**src/rtl/snake_direction_queue_pkg.sv**
```systemverilog
// Shared snake game definitions: direction encoding, button bit indices and helpers.
// Used by the debouncer, the direction queue and the display logic.
package snake_pkg;

  localparam int c_DIR_W = 2;

  typedef logic [c_DIR_W-1:0] dir_t;

  localparam dir_t c_DIR_UP    = 2'b00;
  localparam dir_t c_DIR_DOWN  = 2'b01;
  localparam dir_t c_DIR_LEFT  = 2'b10;
  localparam dir_t c_DIR_RIGHT = 2'b11;

  localparam int c_BTN_UP    = 0;
  localparam int c_BTN_DOWN  = 1;
  localparam int c_BTN_LEFT  = 2;
  localparam int c_BTN_RIGHT = 3;

  // The encoding pairs up/down and left/right, so flipping bit 0 gives the reverse heading.
  function automatic dir_t opposite_dir(input dir_t dir);
    return dir ^ 2'b01;
  endfunction

endpackage

```
**src/rtl/snake_direction_queue_if.sv**
```systemverilog
// Button/tick inputs and heading/status outputs of the snake direction queue.
// master drives the buttons and tick; slave is the queue itself.
interface snake_direction_queue_if;
  import snake_pkg::*;

  logic [3:0] i_Buttons;
  logic       i_Tick;
  dir_t       o_Direction;
  logic       o_Turn;
  logic       o_Dropped;
  logic [3:0] o_Pending;

  modport master (
    output i_Buttons,
    output i_Tick,
    input  o_Direction,
    input  o_Turn,
    input  o_Dropped,
    input  o_Pending
  );

  modport slave (
    input  i_Buttons,
    input  i_Tick,
    output o_Direction,
    output o_Turn,
    output o_Dropped,
    output o_Pending
  );

endinterface

```
**src/rtl/snake_direction_queue_edge_detector.sv**
```systemverilog
// Turns debounced button levels into a single press per rising edge, picking
// the highest-priority edge (up > down > left > right) when several arrive together.
module button_edge_detector
  import snake_pkg::*;
(
  input  logic       i_Clk,
  input  logic       i_Reset,
  input  logic [3:0] i_Buttons,
  output logic       o_Press,
  output dir_t       o_PressDir
);

  logic [3:0] r_PrevButtons;
  logic [3:0] rising_edges;

  // Resetting to all-ones means a button held through reset never counts as a press.
  always_ff @(posedge i_Clk) begin
    if (i_Reset) begin
      r_PrevButtons <= 4'b1111;
    end else begin
      r_PrevButtons <= i_Buttons;
    end
  end

  always_comb begin
    rising_edges = i_Buttons & ~r_PrevButtons;
    o_Press      = |rising_edges;
    o_PressDir   = c_DIR_RIGHT;
    if (rising_edges[c_BTN_UP]) begin
      o_PressDir = c_DIR_UP;
    end else if (rising_edges[c_BTN_DOWN]) begin
      o_PressDir = c_DIR_DOWN;
    end else if (rising_edges[c_BTN_LEFT]) begin
      o_PressDir = c_DIR_LEFT;
    end
  end

endmodule

```
**src/rtl/snake_direction_queue.sv**
```systemverilog
// Buffers legal turn presses and commits one per game tick to the snake heading.
// Define SNAKE_REVERSE_FILTER_EN to also reject presses that reverse the reference heading.
module snake_direction_queue
  import snake_pkg::*;
#(
  parameter int c_QUEUE_DEPTH = 2
) (
  input  logic                   i_Clk,
  input  logic                   i_Reset,
  snake_direction_queue_if.slave bus
);

  localparam logic [2:0] c_LAST_PTR   = 3'(c_QUEUE_DEPTH - 1);
  localparam logic [3:0] c_FULL_COUNT = 4'(c_QUEUE_DEPTH);

  dir_t       r_fifo [8];
  logic [2:0] r_head;
  logic [2:0] r_tail;
  logic [3:0] r_count;
  dir_t       r_direction;
  logic       r_turn;
  logic       r_dropped;

  logic       press;
  dir_t       press_dir;
  logic [2:0] tail_last;
  logic [2:0] head_next;
  logic [2:0] tail_next;
  dir_t       ref_dir;
  logic       queue_full;
  logic       candidate_ok;
  logic       do_pop;
  logic       do_push;
  logic       do_drop;

  button_edge_detector u_edge (
    .i_Clk      (i_Clk),
    .i_Reset    (i_Reset),
    .i_Buttons  (bus.i_Buttons),
    .o_Press    (press),
    .o_PressDir (press_dir)
  );

  // New presses are judged against the last queued turn, or the live heading when idle.
  always_comb begin
    tail_last  = (r_tail == 3'd0) ? c_LAST_PTR : r_tail - 3'd1;
    head_next  = (r_head == c_LAST_PTR) ? 3'd0 : r_head + 3'd1;
    tail_next  = (r_tail == c_LAST_PTR) ? 3'd0 : r_tail + 3'd1;
    ref_dir    = (r_count != 4'd0) ? r_fifo[tail_last] : r_direction;
    queue_full = (r_count == c_FULL_COUNT);

    candidate_ok = press && (press_dir != ref_dir);
`ifdef SNAKE_REVERSE_FILTER_EN
    candidate_ok = candidate_ok && (press_dir != opposite_dir(ref_dir));
`else
    candidate_ok = candidate_ok;
`endif

    do_pop  = bus.i_Tick && (r_count != 4'd0);
    do_push = candidate_ok && (!queue_full || do_pop);
    do_drop = candidate_ok && queue_full && !do_pop;
  end

  always_ff @(posedge i_Clk) begin
    if (do_push) begin
      r_fifo[r_tail] <= press_dir;
    end
  end

  // A pop in the same cycle frees the slot a full queue needs for the incoming push.
  always_ff @(posedge i_Clk) begin
    if (i_Reset) begin
      r_head      <= 3'd0;
      r_tail      <= 3'd0;
      r_count     <= 4'd0;
      r_direction <= c_DIR_RIGHT;
      r_turn      <= 1'b0;
      r_dropped   <= 1'b0;
    end else begin
      r_turn    <= do_pop;
      r_dropped <= do_drop;
      if (do_pop) begin
        r_direction <= r_fifo[r_head];
        r_head      <= head_next;
      end
      if (do_push) begin
        r_tail <= tail_next;
      end
      case ({do_push, do_pop})
        2'b10:   r_count <= r_count + 4'd1;
        2'b01:   r_count <= r_count - 4'd1;
        default: r_count <= r_count;
      endcase
    end
  end

  assign bus.o_Direction = r_direction;
  assign bus.o_Turn      = r_turn;
  assign bus.o_Dropped   = r_dropped;
  assign bus.o_Pending   = r_count;

endmodule

```
**src/flat_wrapper.sv**
```systemverilog
// flat-port wrapper written by rule: the top's interface ports become plain ports
module snake_direction_queue_flat import snake_pkg::*;
#(
  parameter int c_QUEUE_DEPTH = 2
)
  (i_Clk, i_Reset, bus_i_Buttons, bus_i_Tick, bus_o_Direction, bus_o_Turn, bus_o_Dropped, bus_o_Pending);
  snake_direction_queue_if bus_i ();
  input  logic i_Clk;
  input  logic i_Reset;
  input wire logic [$bits(bus_i.i_Buttons)-1:0] bus_i_Buttons;
  input wire logic [$bits(bus_i.i_Tick)-1:0] bus_i_Tick;
  output wire logic [$bits(bus_i.o_Direction)-1:0] bus_o_Direction;
  output wire logic [$bits(bus_i.o_Turn)-1:0] bus_o_Turn;
  output wire logic [$bits(bus_i.o_Dropped)-1:0] bus_o_Dropped;
  output wire logic [$bits(bus_i.o_Pending)-1:0] bus_o_Pending;
  assign bus_i.i_Buttons = bus_i_Buttons;
  assign bus_i.i_Tick = bus_i_Tick;
  assign bus_o_Direction = bus_i.o_Direction;
  assign bus_o_Turn = bus_i.o_Turn;
  assign bus_o_Dropped = bus_i.o_Dropped;
  assign bus_o_Pending = bus_i.o_Pending;
  snake_direction_queue #(.c_QUEUE_DEPTH(c_QUEUE_DEPTH)) u_core (.i_Clk(i_Clk), .i_Reset(i_Reset), .bus(bus_i));
endmodule
```
**config.mk**
```make
export PLATFORM = sky130hd
export DESIGN_NAME = snake_direction_queue_flat
export DESIGN_NICKNAME = d
export VERILOG_FILES = /design/src/rtl/snake_direction_queue_pkg.sv /design/src/rtl/snake_direction_queue_if.sv /design/src/rtl/snake_direction_queue_edge_detector.sv /design/src/rtl/snake_direction_queue.sv /design/src/flat_wrapper.sv
export SDC_FILE = /design/constraint.sdc
export NUM_CORES = 1
export LEC_CHECK = 0
export ABC_AREA = 1
export CAP_MARGIN = 20
export CORE_MARGIN = 1.5
export CORE_UTILIZATION = 40
export CTS_BUF_LIST = sky130_fd_sc_hd__clkbuf_4
export CTS_CLUSTER_SIZE = 25
export DETAILED_ROUTE_END_ITERATION = 10
export HOLD_SLACK_MARGIN = 0.06
export SYNTH_ARGS = -nofsm -noshare
export SYNTH_HDL_FRONTEND = slang
export SYNTH_HIERARCHICAL = 1
export SYNTH_SLANG_ARGS = --single-unit
```
**constraint.sdc**
```tcl
create_clock -name i_Clk -period 3.4 [get_ports i_Clk]
set_input_delay 0.85 -clock i_Clk [delete_from_list [all_inputs] [get_ports i_Clk]]
set_output_delay 0.85 -clock i_Clk [all_outputs]
set_load 0.05 [all_outputs]
```
==> flow_summary.yaml <==
power:
  powerDensity_nw_per_um2: 708
  ir_worst_vdd_uv: 414
  leakagePower_nw: 1.02
route:
  drt_iter0_markers: 100
  routed_via_density: 4.98
  num_vias: 1640
  ant_nets: 0
  wl_per_cell_um: 12.7
  drt_pass1_iterations: 4
  dr_wl_met2_um: 1890
  drc: 0
  wl_met3_um: 93
  routed.top_layer: "met4"
  wl_um: 4180
  wl_met1_um: 2130
die:
  die_y_um: 72.7
  dieArea_sq_um: 5280
  core-area_sq_um: 4690
  start_util: 0.414
  boundaryPins: 15
  rows: 25
  die_w_um: 72.7
finish:
  num-fill-cells: 474
  final_common_cell: "nand2_1"
  areaGrowthSynthToFinish_pct: 14.3
  layout.nets: 286
  fin_util: 0.473
  num_antenna_cells: 0
  final_layout_size_suffix_gt1_frac: 0.142
  mostFrequentLayoutCells: "nand2_1 (56), inv_1 (34), nand3_1 (21), nor2_1 (20), a21oi_1 (19)"
  stdcell_count: 329
timing:
  maxSlewHeadroom: 0.670
  final-setup-viol-count: 0
  rsz0062_at_grt: "false"
  worst_pin_slew_ns: 0.494
  clock.fmax_mhz: 339
  fin_skew_ns: 0.00692
  slew_viol_final: 0
  finalHoldViolCount: 0
  fin_ws_ns: 0.447
  fin_crit_sh: 0.869
  layout_min_cycle_time_ns: 2.95
  fin_setup_tns_ns: 0
worst_setup_path:
  critical_path.max_fanout: 9
  arrival_ns: 3.18
  critPathSlowestCell: "dfxtp_1"
  rr_startpoint: "u_core/r_tail[2]"
  path_class: "flop to flop"
  cp.required_ns: 3.63
  crit_path_cell_trace: "inv_1 > ha_1 > inv_1 > nand2_1 > nand2_1 > nand2_1 > nand2_1 > nand2_1 > nand2_1 > nand3_1 > nand3_1 > nand2_1 > inv_2 > nand2_4 > nand2_2 > nand2_4 > inv_1 > ha_1 > a21oi_1 > nand2_1 > nand4_1 > nand2_1 > a21oi_1 > nor2_1"
  r2r_setup_slack_ns: 0.45
  crit_top_cell: "nand2_1"
  max_stage_delay_ns: 0.42
  worstRegToRegCells: 24
  setup.worst_path.start_class: "flop"
  timing.rr.end: "u_core/bus.o_Pending[3]"
  endpoint_kind: "flop"
clocking:
  postCtsSetupBuffers: 0
  cts_buffer_depth: 2
  clock_latency_ns: 0.33
  cts.repair.resized: 0
  cts_buffers: 5
  htree_levels: 2
  cts-root-buf: "clkbuf_4"
  clk_pin_slew_worst_paths_ns: 0.10
  cts_tree: "yes"
  cts_hold_buf: 0
  clock-sinks: 34
synth:
  synth-edff-count: 16
  yosysSeqAreaShare: 0.433
  syn_nets: 264
  ys_ff_latch: 34
  synthCells: 252
  avgSynthCellArea_sq_um: 7.70
  yosysUniqueCellTypes: 32
  yosysWarnings: 6
  syn_area_sq_um: 1940
  async_flop_share: 0
  synthFlopType: "dfxtp_1"
worst_hold_path:
  worst_hold_path.endpoint: "u_core/bus.o_Direction[0]"
  hp-class: "flop to flop"
  worst_hold_path.num_cells: 2
  min_from: "u_core/bus.o_Direction[0]"
status:
  status: "completed"
grt:
  grt_pass1_wl_um: 6810
  grt.overflow.total: 0
  grt_usage: 0.170
  antenna_found_initial: 0
  grt_pass1_vias: 1480
  grt_max_degree: 14
placement:
  gp_congestion: 0.950
  dpl.hpwl_um: 3200
  placed_cells: 321
  port_buffers: 14
  dp_slack_ns: 0.232
flow_run:
  drv_cap: 0
==> synthesized netlist by cell type (all sizes together) (2+ instances only) <==
cell | count | area [sq um]
o21a | 2 | 15.0
clkbuf | 2 | 7.51
inv | 38 | 145
a21oi | 19 | 95.1
edfxtp | 16 | 480
o211ai | 2 | 15.0
nand2 | 70 | 318
buf | 2 | 16.3
nor3 | 6 | 30.0
or2 | 5 | 31.3
nor2 | 23 | 93.8
o21ai | 11 | 55.1
nand3 | 25 | 153
nand4 | 3 | 18.8
dfxtp | 18 | 360
ha | 4 | 50.1
==> flip-flops by register name (all words and copies together), names as in the netlist <==
| name | count |
|---|---|
| u_core/bus.o_Direction | 2 |
| u_core/bus.o_Dropped | 1 |
| u_core/bus.o_Pending | 4 |
| u_core/bus.o_Turn | 1 |
| u_core/r_fifo | 16 |
| u_core/r_head | 3 |
| u_core/r_tail | 3 |
| u_core/u_edge/r_PrevButtons | 4 |
==> metal layers <==
| layer | global-route usage | vias up |
|---|---|---|
| li1 | - | 861 |
| met1 | 0.231 | 747 |
| met2 | 0.254 | 26 |
| met3 | 0.0414 | 6 |
| met4 | 0.0818 | 0 |
| met5 | 0 | - |
==> cell families (layout without fill, tap and decap cells) <==
kind of cell,count (synthesis),after routing,share of synthesized area
DFF,34,34,0.433
AOI/OAI and AO/OA,37,37,0.105
xor gates and xnor gates,1,1,0.00451
adders and majority gates,5,5,0.0361
buffers and inverters,43,66,0.0890
and+or+nand+nor,132,132,0.332
==> how the worst max path moves through the flow <==
stage / from / end / slack (ns) / cells after the start
floorplan: bus_i_Buttons[2] / u_core/bus.o_Pending[3] / 0.66 / 18
global placement: bus_i_Buttons[1] / u_core/bus.o_Pending[3] / 0.25 / 17
detailed placement: bus_i_Buttons[1] / u_core/bus.o_Pending[3] / 0.23 / 17
CTS: u_core/r_tail[2] / u_core/bus.o_Pending[3] / 0.45 / 24
global route: u_core/r_tail[2] / u_core/bus.o_Pending[3] / 0.03 / 25
finish: u_core/r_tail[2] / u_core/bus.o_Pending[3] / 0.45 / 24
==> worst max-delay path: cells and delay by family (launching register included) <==
| kind | cells | cell delay, ns |
|---|---|---|
| and+or+nand+nor | 16 | 1.25 |
| buffers and inverters | 4 | 0.41 |
| AOI/OAI and AO/OA | 2 | 0.25 |
| DFF | 1 | 0.42 |
| adders and majority gates | 2 | 0.51 |
==> power breakdown <==
| part | internal, W | leakage [nW] | switching (W) | total [W] |
|---|---|---|---|---|
| combinational | 0.000277 | 0.693 | 0.000525 | 0.000802 |
| clock | 0.0000955 | 0.0338 | 0.000132 | 0.000227 |
| sequential | 0.000487 | 0.289 | 0.0000538 | 0.000541 |
==> area by class of cell <==
cell class	count	area [sq um]	area share
clock buffer	7	52.6	0.0237
timing repair buffer	19	178	0.0801
sequential	34	841	0.379
multi-input combinational	175	927	0.418
clock inverter	1	3.75	0.00169
inverter	39	149	0.0671
tap	54	67.6	0.0305
==> through the flow <==
step,power [W],hold WS (ns),cell area (sq um)
2_1_floorplan,0.00116,0.509,1940
3_5_place_dp,0.00135,0.506,2160
5_1_grt,0.00169,0.563,2220
3_3_place_gp,0.00135,0.500,2160
6_report,0.00157,0.526,2220
4_1_cts,0.00158,0.533,2220
No activity file was read; power rests on OpenSTA's default activity.
